**src/rtl/demux_1n_hs.sv**
```systemverilog
// Registered 1-to-N demultiplexer with valid/ready handshake and a one-entry holding register.
// Destination is either the explicit select (addressed mode) or an internal round-robin pointer.
module demux_1n_hs #(
    parameter int unsigned DATA_W = 8,
    parameter int unsigned N_OUT  = 8,
    parameter int unsigned SEL_W  = 3
) (
    input  logic              clk,
    input  logic              rst,
    input  logic              in_valid,
    output logic              in_ready,
    input  logic [DATA_W-1:0] in_data,
    input  logic [SEL_W-1:0]  in_sel,
    input  logic              mode,
    output logic [N_OUT-1:0]  out_valid,
    input  logic [N_OUT-1:0]  out_ready,
    output logic [DATA_W-1:0] out_data,
    output logic [SEL_W-1:0]  rr_ptr,
    output logic              sel_err,
    output logic [7:0]        drop_cnt
);

    localparam int unsigned      N_PAD   = 1 << SEL_W;
    localparam logic [SEL_W:0]   N_OUT_L = (SEL_W + 1)'(N_OUT);
    localparam logic [SEL_W-1:0] RR_LAST = SEL_W'(N_OUT - 1);

    generate
        if (N_OUT < 2 || N_OUT > 256 || N_OUT > N_PAD) begin : g_bad_param
            $error("demux_1n_hs: N_OUT must be 2..256 and fit in SEL_W bits");
        end
    endgenerate

    logic              held_q, held_d;
    logic [SEL_W-1:0]  chan_q, chan_d;
    logic [DATA_W-1:0] data_q, data_d;
    logic [N_OUT-1:0]  valid_q, valid_d;
    logic [SEL_W-1:0]  rr_q, rr_d;
    logic              err_q, err_d;
    logic [7:0]        cnt_q, cnt_d;

    logic [N_PAD-1:0]  ready_pad;
    logic              release_c;
    logic              accept_c;
    logic              in_range_c;
    logic              load_c;
    logic              drop_c;
    logic [SEL_W-1:0]  dest_c;

    // Handshake decode; padding lets a full-width select index the ready vector.
    always_comb begin
        ready_pad  = N_PAD'(out_ready);
        release_c  = held_q & ready_pad[chan_q];
        in_ready   = !rst & (!held_q | release_c);
        accept_c   = in_valid & in_ready;
        dest_c     = mode ? rr_q : in_sel;
        in_range_c = mode | ({1'b0, in_sel} < N_OUT_L);
        load_c     = accept_c & in_range_c;
        drop_c     = accept_c & !in_range_c;
    end

    // Next-state: holding register, pointer and drop bookkeeping.
    always_comb begin
        held_d  = held_q;
        chan_d  = chan_q;
        data_d  = data_q;
        valid_d = valid_q;
        rr_d    = rr_q;
        err_d   = drop_c;
        cnt_d   = cnt_q;

        if (load_c) begin
            held_d  = 1'b1;
            chan_d  = dest_c;
            data_d  = in_data;
            valid_d = N_OUT'(1) << dest_c;
        end else if (release_c) begin
            held_d  = 1'b0;
            valid_d = '0;
        end

        if (accept_c && mode) begin
            rr_d = (rr_q == RR_LAST) ? '0 : rr_q + SEL_W'(1);
        end

        if (drop_c && cnt_q != 8'hFF) begin
            cnt_d = cnt_q + 8'd1;
        end
    end

    always_ff @(posedge clk) begin
        if (rst) begin
            held_q  <= 1'b0;
            chan_q  <= '0;
            data_q  <= '0;
            valid_q <= '0;
            rr_q    <= '0;
            err_q   <= 1'b0;
            cnt_q   <= '0;
        end else begin
            held_q  <= held_d;
            chan_q  <= chan_d;
            data_q  <= data_d;
            valid_q <= valid_d;
            rr_q    <= rr_d;
            err_q   <= err_d;
            cnt_q   <= cnt_d;
        end
    end

    assign out_valid = valid_q;
    assign out_data  = data_q;
    assign rr_ptr    = rr_q;
    assign sel_err   = err_q;
    assign drop_cnt  = cnt_q;

endmodule

```
**config.mk**
```make
export PLATFORM = sky130hd
export DESIGN_NAME = demux_1n_hs
export DESIGN_NICKNAME = d
export VERILOG_FILES = /design/src/rtl/demux_1n_hs.sv
export SDC_FILE = /design/constraint.sdc
export NUM_CORES = 1
export LEC_CHECK = 0
export ABC_CLOCK_PERIOD_IN_PS = 2700
export CAP_MARGIN = 20
export CORE_MARGIN = 5
export CORE_UTILIZATION = 45
export DETAILED_ROUTE_END_ITERATION = 7
export PLACE_DENSITY = 0.84
export SYNTH_ARGS = -nofsm -noshare
export SYNTH_HDL_FRONTEND = slang
export SYNTH_SLANG_ARGS = --single-unit
```
**constraint.sdc**
```tcl
create_clock -name clk -period 2.7 [get_ports clk]
set_input_delay 0.405 -clock clk [delete_from_list [all_inputs] [get_ports clk]]
set_output_delay 0.405 -clock clk [all_outputs]
set_load 0.01 [all_outputs]
```
Yosys cells after proc, flatten, opt, wreduce, memory -nomap -nowiden
Cells that the tools add are included.
- bits in registers: 23
- bits of input ports: 23
- magnitude comparators: 1
- bitwise operators: 4
- shift operators: 1
- equal/unequal tests: 1
- reduce and logical (&&, ||, !) cells: 4
- multiplexer cells: 8
- add/sub/neg operators: 1
- operator list (kind ; count):
    $mux W8 ; 2
    $shl A1 B3 Y8 const A ; 1
    $mux W3 ; 2
    $lt A3 B4 Y1 const B ; 1
    $add A3 B1 Y3 const B ; 1
    $and A1 B1 Y1 ; 3
    $bmux W1 S3 ; 1
    $eq A3 B3 Y1 const B ; 1
    $mux W1 ; 3
    $logic_not A1 Y1 ; 2
    $reduce_bool A2 Y1 ; 1
    $logic_and A1 B1 Y1 ; 1
    $or A1 B1 Y1 ; 1

Logic depth before layout (Yosys ltp)
- depth in word-level cells: 7
- mapped depth: 8
- mapped depth without buffers: 5

Worst setup path before layout
No wires, ideal clock.
- kind: register to output
- from: register chan_q[0]
- to: output port in_ready
- data arrival time: 1.367 ns
- stages on the path, launching flop included: 7
- data required time: 2.295 ns
- slack: 0.928 ns
- path buffers: 2
- cells stage by stage: dfxtp_1 -> buf_6 -> mux2_4 -> a2bb2oi_4 -> a21boi_4 -> clkbuf_2 -> nor2_1
- longest elaborated chain between the ends: 5
- ends and longest elaborated chain (item ; line ; text):
    start: declaration ; 34 ; logic [SEL_W-1:0] chan_q, chan_d;
    start signal: assignment ; 101 ; chan_q <= chan_d;
    $bmux W1 S3 ; 52 ; release_c = held_q & ready_pad[chan_q];
    $mux W1 (not written as such) ; 52 ;
    $and A1 B1 Y1 ; 52 ;
    $or A1 B1 Y1 ; 53 ; in_ready = !rst & (!held_q | release_c);
    $and A1 B1 Y1 ; 53 ;
    end: declaration ; 11 ; output logic in_ready,
No other way between the ends. The select of a mux whose other input is x is not followed.

Final worst setup path
Same ends and word-level chain as after synthesis.

==> key figures <==
Run status
  – Status: complete, no violations

Global route
  – First-pass GRT wire length: 5.20 mm
  – GR Util met1: 18.0%
  – Initial antenna violation count: 0
  – Vias in the first global route: 1171
  – Largest net degree at the start of global routing: 27
  – Met2 Resource Use GR: 26.8%
  – Grt met3 use: 5.58%
  – Most used routing layer: met2
  – Total gr overflow: 0
  – All-Layer GR Usage: 15.6%

Pwr
  – P_sw: 211 uW
  – Worst vdd ir: 0.408 mV
  – Power Density: 434 mW/mm^2
  – Clock share of power: 22.8%
  – Net Sw Frac: 29.5%
  – Sequential power share: 51.9%
  – Final Total Pwr: 714 uW
  – Leakage: 0.628 nW
  – Pint: 503 uW
  – Comb pwr share: 25.2%

Clock network
  – Clk Latency, worst-skew pair: 310 ps
  – CTS tree: done
  – Clock Path Buffers: 2
  – CTS buffer count: 3
  – Setup Buffers After CTS: 0
  – Root buffer cell: clkbuf_4
  – Post-CTS sizing: 0
  – H-tree depth: 1
  – Clk slew on worst S/H paths: 130 ps
  – # clock sinks: 23
  – CTS Hold Bufs: 0

Setup path
  – Slowest CP cell: dfxtp_1
  – CP top delay family: flip-flops
  – Worst Setup End Kind: primary output
  – Worst setup path class: reg2out
  – Critical-path cell list: mux2_4 > a2bb2oi_4 > a21boi_4 > nor2_1 > clkdlybuf4s50_1
  – Bufs and invs on worst path: 1
  – CP required: 2300 ps
  – Crit path largest cell delay: 490 ps
  – WP data arrival: 2030 ps
  – Setup crit start kind: flop
  – Critical Path Fanout Max: 5

STA
  – Post-route clock period utilization: 90.4%
  – Clock skew: 5.72 ps
  – Max Transition Viols Final: 0
  – Fmax: 410 MHz
  – Fin. Hold Viols: 0
  – Post-layout min period: 2440 ps
  – Unrepaired setup endpoints after global routing: false
  – Rel. slew slack: 62.6%
  – Fin Setup TNS: 0 ps
  – Slew @ Worst Pin: 561 ps
  – Endpoints failing setup: 0

Layout
  – Ratio of cells with drive above 1 in the final layout: 8.47%
  – Commonest non-fill, non-tap cell in the layout: clkdlybuf4s50_1
  – Nets@finish: 203
  – Most frequent cells in the layout: 42 x clkdlybuf4s50_1, 23 x dfxtp_1, 17 x a21oi_1, 12 x nor2_1, 12 x o21ai_0
  – Synth-to-Final Area Change: 32.4%
  – Ant. Diodes: 0
  – Fillcell total: 248

Route
  – Routed WL per cell: 14.8 um
  – Drt first pass iters: 4
  – Vias: 1127
  – Final ANT Viol Nets: 0
  – Drt total wl: 3.08 mm
  – DR iter-0 viols: 20
  – Vias per cell: 5.42
  – Drc violations: 0

Yosys
  – #FFs+latches synth: 23
  – Mux contribution to synthesized area: 5.24%
  – Yosys warns: 0
  – Compound-Gate Fraction of Synth Area: 27.9%
  – Syn Inst Count: 140
  – Synth cell types: 36
  – Simple-gate share of the synthesized area: 15.0%
  – Ys flop type: dfxtp_1
  – Netlist Area Pre-Place: 0.00124 mm^2
  – Main combinational cell family by area after synthesis: compound AO/OA/AOI/OAI gates
  – Register area share after synthesis: 37.1%
  – Synth Area in Adders: 2.01%
  – Post-synth ARST share: 0%
  – Number of flops mapped to enable cells by yosys: 0
  – Post-Synth XOR/XNOR Area: 0%
  – Synthesized area per cell: 8.87 um^2

Floorplan
  – FP Rows: 19
  – Die ar.: 0.00391 mm^2
  – Ports: 52
  – Die width: 62.5 um
  – Starting density of the core: 45.8%
  – Core Box Area: 0.00271 mm^2
  – DIE HEIGHT: 62.5 um

Placed design
  – Placer's final routability congestion estimate: 0.841
  – Port buffer count: 42
  – DP HPWL: 2.35 mm

Job
  – Max-cap viol count: 0

Min path
  – Min-delay worst type: reg2reg
sequential cells by signal, indices dropped and copies added, names as in the netlist:
signal,cells
rr_ptr,3
out_data,8
out_valid,8
held_q,1
chan_q,3
cells by family (layout without fill, tap and decap cells):
family / after synthesis / after routing
AO/OA/AOI/OAI: 47 / 47
other: 1 / 9
multiplexers: 6 / 6
buffers and inverters: 25 / 54
flip-flops: 23 / 23
adder cells (fa/ha/maj): 2 / 2
AND/OR/NAND/NOR: 36 / 36
metrics by stage:
| stage | hold WS (ps) | setup WS (ps) | cells | util (%) | instance area [um^2] |
|---|---|---|---|---|---|
| after floorplan | 476 | 928 | 148 | - | 1270 |
| after global placement | 442 | 323 | 204 | 59.7 | 1620 |
| after detailed placement | 461 | 324 | 204 | 59.7 | 1620 |
| after CTS | 479 | 239 | 208 | 60.7 | 1650 |
| after global routing | 508 | 170 | 208 | 60.7 | 1650 |
| final | 476 | 261 | 208 | 60.7 | 1650 |
Yosys cell counts (all sizes together) (2+ instances only):
library cell | count | area share, %
nor2b | 3 | 1.5
a32oi | 3 | 2.1
nand4 | 2 | 1.0
buf | 15 | 9.4
nand2 | 4 | 1.2
a211oi | 2 | 1.2
o21ai | 12 | 4.8
a31oi | 2 | 1.5
nor2 | 12 | 3.6
a22oi | 4 | 3.5
ha | 2 | 2.0
o31ai | 3 | 2.6
clkbuf | 5 | 1.6
inv | 5 | 1.5
nand3b | 3 | 1.8
a21oi | 17 | 6.8
mux2i | 5 | 4.0
dfxtp | 23 | 37
nand3 | 8 | 3.2
power groups by stage:
stage          logic (mW)  clock network, mW  registers (mW)
6_report            0.180              0.163           0.371
5_1_grt             0.195              0.177           0.373
4_1_cts             0.181              0.164           0.370
3_5_place_dp        0.180                  0           0.378
3_3_place_gp        0.174                  0           0.377
2_1_floorplan       0.113                  0           0.380
layer usage:
metal / vias to the layer above / share of wire [%]
li1: 557 / -
met1: 529 / 40
met2: 35 / 51
met3: 6 / 8.5
met4: 0 / 1.1
met5: - / 0
cell type report:
type / instances / area, um^2 / share of cell area, %
multi-input combinational: 100 / 657 / 39.9
sequential: 23 / 460 / 28.0
timing repair buffer: 45 / 443 / 26.9
tap: 31 / 38.8 / 2.36
clock buffer: 3 / 22.5 / 1.37
inverter: 5 / 18.8 / 1.14
clock inverter: 1 / 5.00 / 0.304
worst register-to-register path, cell delays in order (launching register included):
cell	delay (ps)
dfxtp_1	490
mux2_4	220
a2bb2oi_4	200
a21boi_4	80
buf_4	190
or3_4	410
o31ai_1	220
worst paths after layout:
kind,from,to,slack (ps),cells after the start
max reg2reg,chan_q[0],out_valid[6],810,6
max,chan_q[0],in_ready,260,5
min reg2reg,out_valid[5],out_valid[5],480,2
min,out_valid[5],out_valid[5],480,2
Note: power is estimated with default switching activity, not from simulation.
==> RTL change, RTL diff (same settings) <==
Change the parameter `SEL_W` from 3 to 5.
--- a/src/rtl/demux_1n_hs.sv
+++ b/src/rtl/demux_1n_hs.sv
@@ -3,7 +3,7 @@
 module demux_1n_hs #(
     parameter int unsigned DATA_W = 8,
     parameter int unsigned N_OUT  = 8,
-    parameter int unsigned SEL_W  = 3
+    parameter int unsigned SEL_W  = 5
 ) (
     input  logic              clk,
     input  logic              rst,
Interface: changed (resized in_sel and rr_ptr); port bits go from 52 to 56. The function was not compared with the original's and may differ.
==> RTL change against the unedited design <==
Sequential cell count is 13 higher; non-clock buffer count is 22 higher; design area is 50% higher; clock skew hardly changed; setup slack worse by 0.17 ns; synthesized area is 36% higher; maximum frequency is 6.4% lower; total power is 75% higher; routed wire length is 46% higher; critical endpoint unchanged.
==> RTL change: results (changes against the unedited design) <==
# H-tree levels=2 (+1); Post-DP Area=2330 sq um (+44%); routability cong.=0.786 (-6.6%); CP max stage cell=clkdlybuf4s50_1; Port Buf Inserts=55 (+31%); crit path from=out_ready[7]; CP Max Fanout=2 (-3); total global-route track usage=0.189 (+0.0328); max_slew headroom=0.465 (-0.161); layout filler cell count=310 (+25%); global-route wire length before repair=7780 um (+50%); skew final=0.00538 ns (-0.000345 ns); worst path arrival time=2.20 ns (+0.17 ns); via count=1711 (+52%); Sw Ratio=0.227 (-0.0678); reg2reg start=chan_q[1]; largest net degree at the start of global routing=37 (+37%); clock buffer count from CTS=5 (+2); peak per-stage delay on the critical path=0.54 ns (+0.05 ns); VDD IR-drop max=0.000318 V (-22%); status=finished clean; R2R Path End=drop_cnt[4]; LEAKAGE=0.863 nW (+37%); starting DRC count in detailed routing=118 (+490%); Post-DP HPWL=3270 um (+39%); Skew-Pair Late Insertion Delay=0.28 ns (-0.03 ns); CTS clk-pin slew, worst paths=0.07 ns (-0.06 ns)
RTL change: layer usage:
layer	global-route usage	routed length, um
met4	0.0647	52
met3	0.0603	325
met5	0	0
met1	0.245	1980
met2	0.295	2140
RTL change: kinds of logic after synthesis:
group	after synthesis	share of synthesized area
AOI/OAI and AO/OA	68	0.275
buffers and inverters	16	0.0472
and+or+nand+nor	61	0.193
DFF	36	0.425
adders and majority gates	2	0.0148
muxes	7	0.0450
RTL change: final cells by class:
class / count / area, sq um / area share
Clock buffer: 7 / 96.3 / 0.0391
Clock inverter: 1 / 30.0 / 0.0122
Inverter: 4 / 15.0 / 0.00610
Multi-Input combinational cell: 138 / 900 / 0.365
Sequential cell: 36 / 721 / 0.293
Tap cell: 48 / 60.1 / 0.0244
Timing Repair Buffer: 67 / 641 / 0.260
RTL change: how the worst min path moves through the flow:
stage / start / endpoint / slack [ns] / cells after the start
3_5_place_dp: out_valid[7] / out_valid[7] / 0.46 / 1
4_1_cts: chan_q[3] / chan_q[3] / 0.48 / 2
6_report: out_data[4] / out_data[4] / 0.48 / 2
5_1_grt: out_data[1] / out_data[1] / 0.50 / 2
2_1_floorplan: chan_q[3] / chan_q[3] / 0.45 / 2
3_3_place_gp: out_data[7] / out_data[7] / 0.46 / 2
RTL change: power by group through the flow:
stage	sequential [mW]	combinational, mW	clock (mW)
after CTS	0.559	0.172	0.527
final	0.559	0.172	0.515
after floorplan	0.573	0.0814	0
after global routing	0.561	0.187	0.547
after detailed placement	0.571	0.171	0
after global placement	0.570	0.169	0
RTL change: worst max-delay path, delay by kind of cell:
kind,cells,cell delay [ns]
buffers and inverters,2,1.00
AO/OA/AOI/OAI,1,0.41
AND/OR/NAND/NOR,2,0.31
multiplexers,1,0.07
